**src/rtl/pipeline_skid_reg.sv**
```systemverilog
// Inter-stage pipeline register with valid/ready handshake, two-entry skid buffer,
// synchronous flush (bubble insertion) and a saturating stall counter.
module pipeline_skid_reg #(
  parameter int unsigned         INSTR_W     = 32,
  parameter int unsigned         PC_W        = 32,
  parameter logic [INSTR_W-1:0]  RESET_INSTR = '0,
  parameter logic [PC_W-1:0]     RESET_PC    = {{(PC_W-2){1'b1}}, 2'b00},
  parameter int unsigned         CNT_W       = 16
) (
  input  logic               CLK,
  input  logic               RESET,
  input  logic               FLUSH,
  input  logic               IN_VALID,
  output logic               IN_READY,
  input  logic [INSTR_W-1:0] IN_INSTRUCTION,
  input  logic [PC_W-1:0]    IN_PC_INCREMENT4,
  output logic               OUT_VALID,
  input  logic               OUT_READY,
  output logic [INSTR_W-1:0] OUT_INSTRUCTION,
  output logic [PC_W-1:0]    OUT_PC_INCREMENT4,
  output logic [CNT_W-1:0]   STALL_COUNT
);

  typedef enum logic [1:0] {
    ST_EMPTY = 2'd0,
    ST_FULL  = 2'd1,
    ST_SKID  = 2'd2
  } state_t;

  typedef enum logic [1:0] {
    MAIN_HOLD   = 2'd0,
    MAIN_IN     = 2'd1,
    MAIN_SKID   = 2'd2,
    MAIN_BUBBLE = 2'd3
  } main_sel_t;

  state_t             state_q;
  state_t             state_d;
  main_sel_t          main_sel;
  logic               skid_load;
  logic               skid_clear;
  logic               in_xfer;
  logic [INSTR_W-1:0] skid_instr;
  logic [PC_W-1:0]    skid_pc;

  // Ready depends only on registered occupancy and FLUSH, never on OUT_READY.
  assign IN_READY = (state_q != ST_SKID) && !FLUSH;
  assign in_xfer  = IN_VALID && IN_READY;

  // State register
  always_ff @(posedge CLK or posedge RESET) begin
    if (RESET) begin
      state_q <= ST_EMPTY;
    end else begin
      state_q <= state_d;
    end
  end

  // Next-state logic
  always_comb begin
    state_d = state_q;
    if (FLUSH) begin
      state_d = ST_EMPTY;
    end else begin
      case (state_q)
        ST_EMPTY: if (in_xfer) state_d = ST_FULL;
        ST_FULL: begin
          if (in_xfer && !OUT_READY)      state_d = ST_SKID;
          else if (!in_xfer && OUT_READY) state_d = ST_EMPTY;
        end
        ST_SKID:  if (OUT_READY) state_d = ST_FULL;
        default:  state_d = ST_EMPTY;
      endcase
    end
  end

  // Datapath controls
  always_comb begin
    main_sel   = MAIN_HOLD;
    skid_load  = 1'b0;
    skid_clear = 1'b0;
    if (FLUSH) begin
      main_sel   = MAIN_BUBBLE;
      skid_clear = 1'b1;
    end else begin
      case (state_q)
        ST_EMPTY: if (in_xfer) main_sel = MAIN_IN;
        ST_FULL: begin
          if (in_xfer && OUT_READY) main_sel  = MAIN_IN;
          else if (in_xfer)         skid_load = 1'b1;
          else if (OUT_READY)       main_sel  = MAIN_BUBBLE;
        end
        ST_SKID: begin
          if (OUT_READY) begin
            main_sel   = MAIN_SKID;
            skid_clear = 1'b1;
          end
        end
        default: begin
          main_sel   = MAIN_BUBBLE;
          skid_clear = 1'b1;
        end
      endcase
    end
  end

  // Main entry drives the outputs directly from flops
  always_ff @(posedge CLK or posedge RESET) begin
    if (RESET) begin
      OUT_VALID         <= 1'b0;
      OUT_INSTRUCTION   <= RESET_INSTR;
      OUT_PC_INCREMENT4 <= RESET_PC;
    end else begin
      OUT_VALID <= (state_d != ST_EMPTY);
      case (main_sel)
        MAIN_IN: begin
          OUT_INSTRUCTION   <= IN_INSTRUCTION;
          OUT_PC_INCREMENT4 <= IN_PC_INCREMENT4;
        end
        MAIN_SKID: begin
          OUT_INSTRUCTION   <= skid_instr;
          OUT_PC_INCREMENT4 <= skid_pc;
        end
        MAIN_BUBBLE: begin
          OUT_INSTRUCTION   <= RESET_INSTR;
          OUT_PC_INCREMENT4 <= RESET_PC;
        end
        default: begin
          OUT_INSTRUCTION   <= OUT_INSTRUCTION;
          OUT_PC_INCREMENT4 <= OUT_PC_INCREMENT4;
        end
      endcase
    end
  end

  // Skid entry
  always_ff @(posedge CLK or posedge RESET) begin
    if (RESET) begin
      skid_instr <= RESET_INSTR;
      skid_pc    <= RESET_PC;
    end else if (skid_clear) begin
      skid_instr <= RESET_INSTR;
      skid_pc    <= RESET_PC;
    end else if (skid_load) begin
      skid_instr <= IN_INSTRUCTION;
      skid_pc    <= IN_PC_INCREMENT4;
    end
  end

  // Saturating stall counter; FLUSH has no effect on it
  always_ff @(posedge CLK or posedge RESET) begin
    if (RESET) begin
      STALL_COUNT <= '0;
    end else if (OUT_VALID && !OUT_READY && (STALL_COUNT != {CNT_W{1'b1}})) begin
      STALL_COUNT <= STALL_COUNT + CNT_W'(1);
    end
  end

endmodule
```
**config.mk**
```make
export PLATFORM = sky130hd
export DESIGN_NAME = pipeline_skid_reg
export DESIGN_NICKNAME = d
export VERILOG_FILES = /design/src/rtl/pipeline_skid_reg.sv
export SDC_FILE = /design/constraint.sdc
export NUM_CORES = 1
export LEC_CHECK = 0
export CELL_PAD_IN_SITES_DETAIL_PLACEMENT = 0
export CELL_PAD_IN_SITES_GLOBAL_PLACEMENT = 1
export CORE_ASPECT_RATIO = 0.7
export CORE_MARGIN = 2
export CORE_UTILIZATION = 45
export DETAILED_ROUTE_END_ITERATION = 16
export DONT_BUFFER_PORTS = 1
export GPL_TIMING_DRIVEN = 0
export PLACE_DENSITY_LB_ADDON = 0.1
export SYNTH_ARGS = -nofsm -noshare
export SYNTH_HDL_FRONTEND = slang
export SYNTH_SLANG_ARGS = --single-unit
```
**constraint.sdc**
```tcl
create_clock -name CLK -period 4.2 [get_ports CLK]
set_input_delay 0.63 -clock CLK [delete_from_list [all_inputs] [get_ports CLK]]
set_output_delay 0.63 -clock CLK [all_outputs]
set_load 0.01 [all_outputs]
```
==> impl_metrics.env <==
export IMPL_synth_compound_area_frac=0.251
export IMPL_hold_path_class="input pin to async pin"
export IMPL_syn2layout_area_growth_pct=13.8
export IMPL_die_w_um=152
export IMPL_yosys_top_cells_count="87 x dfrtp_1, 60 x dfstp_2, 60 x o211ai_1"
export IMPL_numPortBuffers=0
export IMPL_status="completed"
export IMPL_r2r_start="state_q[1]"
export IMPL_grt_overflow=0
export IMPL_drc=0
export IMPL_yosysMostFrequentCell="dfrtp_1"
export IMPL_yosysSeqAreaShare=0.545
export IMPL_critPathSlowestCell="clkbuf_1"
export IMPL_antenna_found_initial=0
export IMPL_hold_violations=0
export IMPL_initial_core_util=0.465
export IMPL_synth_seq_cells=147
export IMPL_wl_um=18800
export IMPL_layout_cells_non_filler=836
export IMPL_ctsResizeCount=0
export IMPL_core_sq_um=14800
export IMPL_drt_wirelength_per_cell_um=22.5
export IMPL_finalSetupViolCount=0
export IMPL_vias=5068
export IMPL_dpl_hpwl_um=13100
export IMPL_syn_area_sq_um=6880
export IMPL_synth_fa_ha_area_frac=0.00182
export IMPL_grt_pass1_vias=5459
export IMPL_path_clk_slew_ns=0.06
export IMPL_leakage_nw=3.51
export IMPL_worstMarginPinSlew_ns=0.628
export IMPL_path_max_fanout=10
export IMPL_slowest_delay_ns=0.53
export IMPL_r2r_slack_ns=2.04
export IMPL_rr_endpoint="OUT_INSTRUCTION[5]"
export IMPL_synth_edff_count=0
export IMPL_drive_above_1_share=0.189
export IMPL_dieArea_sq_um=16300
export IMPL_cp_arrival_ns=2.07
export IMPL_io_pins=151
export IMPL_track_usage=0.235
export IMPL_yosysTopAreaCellShare=0.316
export IMPL_yosys_warnings=0
export IMPL_cts_sinks=147
export IMPL_final_nets=699
export IMPL_relSlewSlack=0.581
export IMPL_diodes=0
export IMPL_fin_setup_tns_ns=0
export IMPL_synthMuxAreaShare=0.0511
export IMPL_cts_buffer_depth=2
export IMPL_synthArstFlopShare=1.00
export IMPL_grt_pass1_wl_um=30400
export IMPL_min_period_over_period=0.642
export IMPL_clock_skew_ns=0.0111
export IMPL_fin_util=0.529
export IMPL_row_count=37
export IMPL_ys_flop_type="dfrtp_1"
export IMPL_hold_buffers=0
export IMPL_synth_top_family_by_area="compound AO/OA/AOI/OAI gates"
export IMPL_syn_area_per_cell_sq_um=11.4
export IMPL_rsz0062_at_grt="false"
export IMPL_p_per_area_nw_per_um2=478
export IMPL_critPathKind="input pin to primary output"
export IMPL_path_cells="clkbuf_1, clkbuf_1, buf_1, nor2_1"
export IMPL_cp_start_kind="input pin"
export IMPL_maxCapViolations=0
export IMPL_numPlacedInstances=805
export IMPL_required_ns=3.57
export IMPL_post_cts_buffers=0
export IMPL_vdd_drop_max_v=0.000255
export IMPL_synth_simple_gate_area_share=0.0714
export IMPL_ant_nets=0
export IMPL_reg2regPathDepth=6
export IMPL_postSynthCellCount=606
export IMPL_first_iter_violations=347
export IMPL_synth_cell_types=44
export IMPL_die_y_um=107
export IMPL_cts_root_buf="clkbuf_16"
export IMPL_cp_common_cell="clkbuf_1"
export IMPL_syn_nets=676
export IMPL_synth_area_leader_cell="dfrtp_1"
export IMPL_insertion_delay_ns=0.42
export IMPL_cts_inserted_buffers=17
export IMPL_cp_end_kind="primary output"
export IMPL_clock_fmax_mhz=371
export IMPL_yosys_top_cells_area="dfrtp_1 32%, dfstp_2 23%, o211ai_1 6.5%, mux2i_1 4.9%, a22o_1 4.3%"
export IMPL_drt_pass1_iterations=5
export IMPL_cts_htree_levels=4
export IMPL_drv_slew=0
export IMPL_cts_tree="built"
export IMPL_via_per_inst=6.06
export IMPL_synth_xor_xnor_area_share=0.0191
export IMPL_period_minus_slack_ns=2.70
export IMPL_grt_max_degree=40
export IMPL_gp_congestion=0.814
## how the worst max path moves through the flow
stage                     slack, ns   from            endpoint  depth (start not counted)
after floorplan                1.77  RESET  OUT_INSTRUCTION[0]                          1
after global placement         1.01  RESET      STALL_COUNT[7]                          1
after detailed placement       1.52  FLUSH            IN_READY                          4
after CTS                      1.52  FLUSH            IN_READY                          4
after global routing           1.34  FLUSH            IN_READY                          4
final                          1.50  FLUSH            IN_READY                          4
## per-layer routing
layer / track usage / vias to the layer above / wire (um)
met4: 0.0641 / 0 / 214
met3: 0.0906 / 18 / 1710
met2: 0.356 / 174 / 8330
met5: 0 / - / 0
met1: 0.318 / 2559 / 8530
li1: - / 2317 / -
## area by class of cell
cell class	instances	area, sq um
fillers	1302	6980
flip-flops and latches	147	3750
inverters	34	131
well taps	195	244
clock buffers	21	483
clock inverters	10	143
plain buffers	63	289
multi-input cells	362	2710
repair buffers	4	80.1
## cell families (layout without fill, tap and decap cells)
group	Yosys count	in the layout
xor gates and xnor gates	15	15
DFF	147	147
buffers and inverters	97	132
adders and majority gates	1	1
muxes	35	35
AOI/OAI and AO/OA	232	232
and+or+nand+nor	79	79
## flip-flops by register name, summed over array words and instances (netlist names)
name and flops:
OUT_INSTRUCTION 32, OUT_PC_INCREMENT4 32, OUT_VALID 1, STALL_COUNT 16, skid_instr 32, skid_pc 32, state_q 2
## where the power goes
part / internal (W) / total, W / switching, W / leakage (nW)
Combinational: 0.000169 / 0.000433 / 0.000264 / 1.40
Clock: 0.00101 / 0.00162 / 0.000607 / 0.309
Sequential: 0.00155 / 0.00169 / 0.000142 / 1.80
## worst max-delay path, delay by kind of cell
family / cells / cell delay, ns
buf+inv: 3 / 1.22
simple gates: 1 / 0.21
## metrics by stage
step           hold slack (ns)  area (sq um)  total power (W)  setup WS [ns]
2_1_floorplan            0.465          6890          0.00201           1.77
3_3_place_gp             0.481          7130          0.00213           1.01
3_5_place_dp             0.481          7210          0.00215           1.52
4_1_cts                  0.111          7840          0.00377           1.52
5_1_grt                  0.129          7840          0.00391           1.34
6_report                 0.110          7840          0.00374           1.50
## cells in the final DEF (no fill, tap or decap), types with 3 or more instances in the layout
master,count
bufinv_16,3
xor2_1,12
buf_12,4
inv_1,33
mux2i_1,34
nand2_1,6
a21o_1,30
a22o_1,34
xnor2_1,3
nor3_1,7
nand4_1,3
nor2b_1,5
a21oi_1,37
nand3_1,4
buf_4,6
clkbuf_16,19
buf_2,15
or3_1,31
dfstp_2,60
dfrtp_1,87
a211oi_1,34
o211ai_1,60
nor2_1,5
nor4_1,4
clkbuf_1,41
o22a_1,31
No activity file was read; power rests on OpenSTA's default activity.
